### config.mk
export PLATFORM = sky130hd
export DESIGN_NAME = mvm_stream_core_flat
export DESIGN_NICKNAME = d
export VERILOG_FILES = /design/src/rtl/mvm_stream_if.sv /design/src/rtl/mvm_stream_core.sv /design/src/flat_wrapper.sv
export SDC_FILE = /design/constraint.sdc
export NUM_CORES = 1
export LEC_CHECK = 0
export BUFFER_PORTS_ARGS = -buffer_cell sky130_fd_sc_hd__buf_2
export CORE_MARGIN = 3
export CORE_UTILIZATION = 30
export CTS_BUF_LIST = sky130_fd_sc_hd__clkbuf_4 sky130_fd_sc_hd__clkbuf_8
export CTS_CLUSTER_SIZE = 14
export DETAILED_ROUTE_END_ITERATION = 16
export GPL_TIMING_DRIVEN = 0
export PLACE_DENSITY = 0.43
export SYNTH_ARGS = -nofsm -noshare
export SYNTH_HDL_FRONTEND = slang
export SYNTH_SLANG_ARGS = --single-unit
### constraint.sdc
create_clock -name clk -period 9.5 [get_ports clk]
set_clock_uncertainty 0.05 [all_clocks]
set_input_delay 1.425 -clock clk [delete_from_list [all_inputs] [get_ports clk]]
set_output_delay 1.425 -clock clk [all_outputs]
set_load 0.01 [all_outputs]
### src/rtl/mvm_stream_if.sv
// mvm_stream_if: byte-stream bundle between the UART RX/TX and mvm_stream_core.
//   s_data/s_valid/s_ready : input byte stream into the core (from UART RX)
//   m_data/m_valid/m_ready : output byte stream out of the core (to UART TX)
// Modports:
//   master : the byte source/sink that talks to the core
//   slave  : the core itself
interface mvm_stream_if;
    logic [7:0] s_data;
    logic       s_valid;
    logic       s_ready;
    logic [7:0] m_data;
    logic       m_valid;
    logic       m_ready;

    modport master (
        output s_data, s_valid, m_ready,
        input  s_ready, m_data, m_valid
    );

    modport slave (
        input  s_data, s_valid, m_ready,
        output s_ready, m_data, m_valid
    );
endinterface

### src/rtl/mvm_stream_core.sv
// mvm_stream_core: byte-stream matrix-vector multiply engine, Y = K*X.
// Header 0x01 loads R*C weights (row-major, persistent); header 0x02 loads a
// C-element vector, runs R*C serial MAC cycles, then streams R results of
// NB = ceil(W_Y_OUT/8) bytes each, LSB byte first. Any other header pulses err.
// Ports:
//   clk  : clock, rising edge
//   rst  : asynchronous active-high reset
//   bus  : mvm_stream_if.slave (s_data/s_valid/s_ready in, m_data/m_valid/m_ready out)
//   busy : high whenever the FSM is not IDLE
//   err  : one-cycle pulse after an unknown header byte is consumed
// Optional feature macro: MVM_SIGNED_EN (two's-complement K, X and Y).
module mvm_stream_core #(
    parameter int R       = 4,
    parameter int C       = 4,
    parameter int W_X     = 4,
    parameter int W_K     = 2,
    parameter int W_Y_OUT = 10
) (
    input  logic          clk,
    input  logic          rst,
    mvm_stream_if.slave   bus,
    output logic          busy,
    output logic          err
);
    localparam int NB  = (W_Y_OUT + 7) / 8;
    localparam int KN  = R * C;
    localparam int KIW = (KN > 1) ? $clog2(KN) : 1;
    localparam int CIW = (C  > 1) ? $clog2(C)  : 1;
    localparam int RIW = (R  > 1) ? $clog2(R)  : 1;
    localparam int BIW = (NB > 1) ? $clog2(NB) : 1;

    localparam logic [KIW-1:0] K_LAST = KIW'(KN - 1);
    localparam logic [CIW-1:0] C_LAST = CIW'(C - 1);
    localparam logic [RIW-1:0] R_LAST = RIW'(R - 1);
    localparam logic [BIW-1:0] B_LAST = BIW'(NB - 1);
    localparam logic [7:0]     HDR_K  = 8'h01;
    localparam logic [7:0]     HDR_X  = 8'h02;

    typedef enum logic [2:0] {IDLE, LOAD_K, LOAD_X, COMPUTE, SEND} state_t;
    state_t state, state_nxt;

    logic [W_K-1:0]     k_mem [KN];
    logic [W_X-1:0]     x_mem [C];
    logic [W_Y_OUT-1:0] y_mem [R];
    logic [W_Y_OUT-1:0] acc;
    logic [KIW-1:0]     k_idx;      // weight write pointer in LOAD_K, read pointer in COMPUTE
    logic [CIW-1:0]     c_idx;
    logic [RIW-1:0]     r_idx;
    logic [RIW-1:0]     y_sel;      // next output element to load into m_data
    logic [BIW-1:0]     b_sel;      // next byte of that element
    logic               load_done;  // every byte has been loaded; waiting on the final handshake

    logic               s_fire, m_fire, hdr_bad;
    logic [W_Y_OUT-1:0] prod, acc_sum;
    logic [NB*8-1:0]    y_ext;
    logic [7:0]         tx_byte;

    assign bus.s_ready = !rst && (state == IDLE || state == LOAD_K || state == LOAD_X);
    assign s_fire      = bus.s_valid && bus.s_ready;
    assign m_fire      = bus.m_valid && bus.m_ready;
    assign hdr_bad     = (bus.s_data != HDR_K) && (bus.s_data != HDR_X);
    assign busy        = (state != IDLE);

    // Products are formed at accumulator width; wrap-around of the low
    // W_Y_OUT bits is identical for signed and unsigned operands.
    always_comb begin
`ifdef MVM_SIGNED_EN
        prod  = W_Y_OUT'($signed(k_mem[k_idx])) * W_Y_OUT'($signed(x_mem[c_idx]));
        y_ext = (NB*8)'($signed(y_mem[y_sel]));
`else
        prod  = W_Y_OUT'(k_mem[k_idx]) * W_Y_OUT'(x_mem[c_idx]);
        y_ext = (NB*8)'(y_mem[y_sel]);
`endif
        acc_sum = acc + prod;
        tx_byte = 8'(y_ext >> {b_sel, 3'b000});
    end

    always_ff @(posedge clk or posedge rst) begin
        if (rst) state <= IDLE;
        else     state <= state_nxt;
    end

    always_comb begin
        state_nxt = state;
        case (state)
            IDLE: begin
                if (s_fire && bus.s_data == HDR_K)      state_nxt = LOAD_K;
                else if (s_fire && bus.s_data == HDR_X) state_nxt = LOAD_X;
            end
            LOAD_K:  if (s_fire && k_idx == K_LAST) state_nxt = IDLE;
            LOAD_X:  if (s_fire && c_idx == C_LAST) state_nxt = COMPUTE;
            COMPUTE: if (k_idx == K_LAST)           state_nxt = SEND;
            SEND:    if (m_fire && load_done)       state_nxt = IDLE;
            default: state_nxt = IDLE;
        endcase
    end

    always_ff @(posedge clk or posedge rst) begin
        if (rst) begin
            for (int unsigned i = 0; i < KN; i++) k_mem[i] <= '0;
            for (int unsigned i = 0; i < C; i++)  x_mem[i] <= '0;
            for (int unsigned i = 0; i < R; i++)  y_mem[i] <= '0;
            acc         <= '0;
            k_idx       <= '0;
            c_idx       <= '0;
            r_idx       <= '0;
            y_sel       <= '0;
            b_sel       <= '0;
            load_done   <= 1'b0;
            bus.m_data  <= '0;
            bus.m_valid <= 1'b0;
            err         <= 1'b0;
        end else begin
            err <= 1'b0;
            case (state)
                IDLE: begin
                    if (s_fire && hdr_bad) err <= 1'b1;
                end
                LOAD_K: begin
                    if (s_fire) begin
                        k_mem[k_idx] <= bus.s_data[W_K-1:0];
                        k_idx        <= (k_idx == K_LAST) ? '0 : k_idx + 1'b1;
                    end
                end
                LOAD_X: begin
                    if (s_fire) begin
                        x_mem[c_idx] <= bus.s_data[W_X-1:0];
                        c_idx        <= (c_idx == C_LAST) ? '0 : c_idx + 1'b1;
                    end
                end
                COMPUTE: begin
                    k_idx <= (k_idx == K_LAST) ? '0 : k_idx + 1'b1;
                    if (c_idx == C_LAST) begin
                        y_mem[r_idx] <= acc_sum;
                        acc          <= '0;
                        c_idx        <= '0;
                        r_idx        <= (r_idx == R_LAST) ? '0 : r_idx + 1'b1;
                    end else begin
                        acc   <= acc_sum;
                        c_idx <= c_idx + 1'b1;
                    end
                end
                SEND: begin
                    // Output register refills when empty or when its byte is taken;
                    // once all bytes are loaded the final handshake just empties it.
                    if (!bus.m_valid || bus.m_ready) begin
                        if (!load_done) begin
                            bus.m_data  <= tx_byte;
                            bus.m_valid <= 1'b1;
                            if (b_sel == B_LAST) begin
                                b_sel <= '0;
                                if (y_sel == R_LAST) begin
                                    y_sel     <= '0;
                                    load_done <= 1'b1;
                                end else begin
                                    y_sel <= y_sel + 1'b1;
                                end
                            end else begin
                                b_sel <= b_sel + 1'b1;
                            end
                        end else begin
                            bus.m_valid <= 1'b0;
                            load_done   <= 1'b0;
                        end
                    end
                end
                default: ;
            endcase
        end
    end
endmodule

### src/flat_wrapper.sv
// flat-port wrapper written by rule: the top's interface ports become plain ports
module mvm_stream_core_flat 
#(
    parameter int R       = 4,
    parameter int C       = 4,
    parameter int W_X     = 4,
    parameter int W_K     = 2,
    parameter int W_Y_OUT = 10
)
  (clk, rst, busy, err, bus_s_data, bus_s_valid, bus_m_ready, bus_s_ready, bus_m_data, bus_m_valid);
  mvm_stream_if bus_i ();
  input  logic clk;
  input  logic rst;
  output logic busy;
  output logic err;
  input wire logic [$bits(bus_i.s_data)-1:0] bus_s_data;
  input wire logic [$bits(bus_i.s_valid)-1:0] bus_s_valid;
  input wire logic [$bits(bus_i.m_ready)-1:0] bus_m_ready;
  output wire logic [$bits(bus_i.s_ready)-1:0] bus_s_ready;
  output wire logic [$bits(bus_i.m_data)-1:0] bus_m_data;
  output wire logic [$bits(bus_i.m_valid)-1:0] bus_m_valid;
  assign bus_i.s_data = bus_s_data;
  assign bus_i.s_valid = bus_s_valid;
  assign bus_i.m_ready = bus_m_ready;
  assign bus_s_ready = bus_i.s_ready;
  assign bus_m_data = bus_i.m_data;
  assign bus_m_valid = bus_i.m_valid;
  mvm_stream_core #(.R(R), .C(C), .W_X(W_X), .W_K(W_K), .W_Y_OUT(W_Y_OUT)) u_core (.clk(clk), .rst(rst), .bus(bus_i), .busy(busy), .err(err));
endmodule
==> results list <==
- Compared with the post-synthesis result, the final layout area differs by 14.3%.
- In this design, the stage delay of the slowest critical-path cell is 560 ps.
* Library cells used by synthesis: 49
* Worst Setup Start Kind: flop
* EDFF count, synth: 0
- At the end of the flow, the number of nets in the layout was 573.
- In this run the worst path has a maximum fanout of 9.
- Status: finished clean
* Worst path top cell family by delay: adder cells
* DPL Wire Length: 9690 um
- The first routing iteration left 141 violations.
- Routability-driven placement finished with a final weighted congestion of 0.788.
* Hold buffer count at cts: 0
* Buffers added on ports: 23
* Overall Global Routing Usage: 13.1%
- Static leakage: 3.36 nW
* Fraction of synthesis flops using an asynchronous set or reset pin: 100%
* Headroom to the max-slew limit: 45.1%
* Antenna Diode Count: 0
- Final Critical Period: 4350 ps
* Total nets after synthesis: 530
* Clock Root Buffer: sky130_fd_sc_hd__clkbuf_8
- Count of final hold-check violations: 0
- Max-slew violation count: 0
- Standard cell area after detailed placement: 6610 um2
- Number of buffers added for setup after CTS: 0
- Clock Latency Late Sink: 440 ps
- Number of buffers inserted during clock tree synthesis: 17
- Maximum vdd drop: 84.7 uV
- STA puts the critical path data required time at 9750 ps.
* Yosys reg bits: 123
* CTS H-tree depth: 4
- Fmax: 0.230 GHz
- Floorplan die area: 22200 um2
* Measured slew at the worst slew-check pin: 821 ps
- Across the run, the number of max-cap violations was 0.
- Leading register cell type out of synthesis: sky130_fd_sc_hd__dfrtp_1
* Via count: 3862
- In this run the power density over the cells is 167 nW/um2.
* Maximum buffer depth of the clock tree: 2
* Non-Filler Cell Area, Final: 7010 um2
* Area of the core region: 19800 um2
- The critical path is of the reg -> reg type.
* Setup TNS: 0 ps
* CP Data Arrival Time: 4600 ps
- Once the clock tree was built, the resizer swapped 0 gates to a different size.
- Sequential-to-total area share from yosys stat: 50.2%
* Ordered list of cells on the worst path: buf_2 > mux4_2 > nor2b_1 > a211oi_1 > a21oi_1 > nand2_1 > fa_1 > inv_1 > ha_1 > inv_1 > fa_1 > nor2b_1 > o31a_1 > o2111ai_1 > xor2_1 > o21ai_0
* Height of the die: 149 um
- Setup repair after global routing left no endpoint under its margin.
- Row generation in the floorplan step produced 51 rows.
- The slowest stage of the critical path belongs to the cell sky130_fd_sc_hd__mux4_2.
- In the routed design, unresolved DRC markers number 0.
- Remaining global-route overflow: 0
- STA classifies the critical path endpoint as a flop.
* Avg Cell Area, Syn: 12.4 um2
- The initial antenna violation count was 0.
- Die width: 149 um
- Drt via density: 4.74
- WL per Instance: 16.5 um
- TritonRoute pass-1 iters: 5
- The final critical path takes up 45.8% of the cycle.
* Num ports: 24
* Fraction of layout cells with a size suffix above 1: 24.4%
* Count of final setup violators: 0
- The tightest min-delay check is of the reg -> reg type.
* Number of warnings reported in the yosys synthesis log: 0
- Together, buffers and inverters on the worst path number 3.
- CTS tree: yes
- Area of the mapped netlist: 6130 um2
- Pin count of the biggest net entering global routing: 95
- Routed Wire Length: 13400 um
* Wire length of the first global-routing pass: 22500 um
- Detail Route Antenna Nets: 0
- Gate count of the mapped netlist: 494
- After clock tree synthesis, the clock-pin slew on the worst setup and hold paths is 70 ps.
* Via count of the first global-routing pass: 4049
- The clock net in this run drives a total of 123 sinks.
* Initial cell density of the core: 31.0%
[metrics by stage]
stage / power [mW] / instances / hold slack [ps] / setup WS (ps) / utilization (%)
4_1_cts: 1.19 / 815 / 435 / 5080 / 35.5
2_1_floorplan: 0.662 / 494 / 395 / 4750 / -
5_1_grt: 1.23 / 815 / 461 / 4780 / 35.5
3_5_place_dp: 0.715 / 783 / 417 / 5080 / 33.4
6_report: 1.17 / 815 / 428 / 5150 / 35.5
3_3_place_gp: 0.709 / 782 / 409 / 3160 / 33.3
[cell type report]
cell class,instances,area [um2]
Inverter,19,76.3
Fill cell,2004,12800
Buffer,25,136
Sequential cell,123,3080
Timing Repair Buffer,24,143
Clock inverter,13,151
Clock buffer,19,249
Tap cell,265,332
Multi-Input combinational cell,327,2850
[cells in the final DEF, fill, tap and decap left out, drive strengths merged, types with 2 or more instances in the layout]
cell and instances:
nor3 3, nand3 19, a211oi 6, clkinv 7
clkinvlp 3, or3 3, a31oi 2, ha 20
nand2 53, mux2 81, nand2b 3, buf 32
mux2i 4, nand4 3, dfrtp 123, and3 2
bufinv 3, or2 3, clkbuf 36, a21oi 11
nor2b 6, xnor2 5, fa 4, mux4 22
o21ai 32, o21a 2, and2 2, a21o 5
a22o 3, nor2 17, inv 19, nor3b 3
xor2 4
[registers in the layout, indices dropped and copies added (netlist names), 3 cells and up]
signal,flops
u_core.x_mem,16
u_core.k_mem,32
u_core.y_mem,40
u_core.k_idx,4
u_core.state,3
u_core.acc,10
u_core.bus.m_data,8
[Yosys cell counts (2+ instances only)]
cell type / number / area [um2]
sky130_fd_sc_hd__dfrtp_1: 123 / 3080
sky130_fd_sc_hd__nand2_1: 53 / 199
sky130_fd_sc_hd__mux2_1: 44 / 495
sky130_fd_sc_hd__mux2_2: 37 / 417
sky130_fd_sc_hd__mux4_2: 22 / 495
sky130_fd_sc_hd__ha_1: 20 / 250
sky130_fd_sc_hd__inv_1: 19 / 71.3
sky130_fd_sc_hd__nand3_1: 19 / 95.1
sky130_fd_sc_hd__o21ai_0: 19 / 95.1
sky130_fd_sc_hd__nor2_1: 17 / 63.8
sky130_fd_sc_hd__clkbuf_1: 15 / 56.3
sky130_fd_sc_hd__o21ai_1: 13 / 65.1
sky130_fd_sc_hd__a21oi_1: 11 / 55.1
sky130_fd_sc_hd__buf_2: 6 / 30.0
sky130_fd_sc_hd__a211oi_1: 5 / 37.5
sky130_fd_sc_hd__a21o_1: 5 / 37.5
sky130_fd_sc_hd__nor2b_1: 5 / 31.3
sky130_fd_sc_hd__xnor2_1: 5 / 43.8
sky130_fd_sc_hd__fa_1: 4 / 80.1
sky130_fd_sc_hd__mux2i_1: 4 / 40.0
sky130_fd_sc_hd__xor2_1: 4 / 35.0
sky130_fd_sc_hd__a22o_1: 3 / 26.3
sky130_fd_sc_hd__nand4_1: 3 / 18.8
sky130_fd_sc_hd__or3_1: 3 / 18.8
sky130_fd_sc_hd__a31oi_1: 2 / 12.5
sky130_fd_sc_hd__and2_1: 2 / 12.5
sky130_fd_sc_hd__and3_1: 2 / 12.5
sky130_fd_sc_hd__buf_6: 2 / 22.5
sky130_fd_sc_hd__clkbuf_8: 2 / 27.5
sky130_fd_sc_hd__nand2b_1: 2 / 12.5
sky130_fd_sc_hd__nor3_1: 2 / 10.0
sky130_fd_sc_hd__nor3b_1: 2 / 15.0
sky130_fd_sc_hd__o21a_1: 2 / 15.0
sky130_fd_sc_hd__or2_1: 2 / 12.5
[layer usage]
layer  GRT usage [%]  share of wire (%)
met3            3.10                2.3
met4            4.62                1.2
met5               0                  0
met1            17.4                 48
met2            21.1                 49
[path summary, 6_finish.rpt]
| path | from | end | slack (ps) | depth (start not counted) |
|---|---|---|---|---|
| min reg2reg | u_core.bus.m_data[5] | u_core.bus.m_data[5] | 430 | 2 |
| max reg2reg | u_core.k_idx[1] | u_core.y_mem[19] | 5150 | 16 |
| min | u_core.bus.m_data[5] | u_core.bus.m_data[5] | 430 | 2 |
| max in group asynchronous | rst | u_core.c_idx[0] | 7740 | 3 |
| max | u_core.k_idx[1] | u_core.y_mem[19] | 5150 | 16 |
| min in group asynchronous | rst | u_core.err | 920 | 2 |
[tightest hold or removal path, cell delays in order, from the launching register on]
cell and delay [ps]:
sky130_fd_sc_hd__dfrtp_1 340, sky130_fd_sc_hd__nand2_1 50, sky130_fd_sc_hd__o21ai_0 60
[where the power goes]
| part | internal, mW | switching (mW) | total [mW] |
|---|---|---|---|
| Clock | 0.262 | 0.211 | 0.473 |
| Combinational | 0.0566 | 0.0930 | 0.150 |
| Sequential | 0.538 | 0.0126 | 0.550 |
[cell families after synthesis]
group | count (synthesis) | synth area share, %
buffers and inverters | 44 | 3.39
XOR/XNOR | 9 | 1.28
adder cells (fa/ha/maj) | 24 | 5.38
multiplexers | 107 | 23.6
flip-flops | 123 | 50.2
AND/OR/NAND/NOR | 119 | 9.42
AO/OA/AOI/OAI | 68 | 6.75
Note: power is estimated with default switching activity, not from simulation.
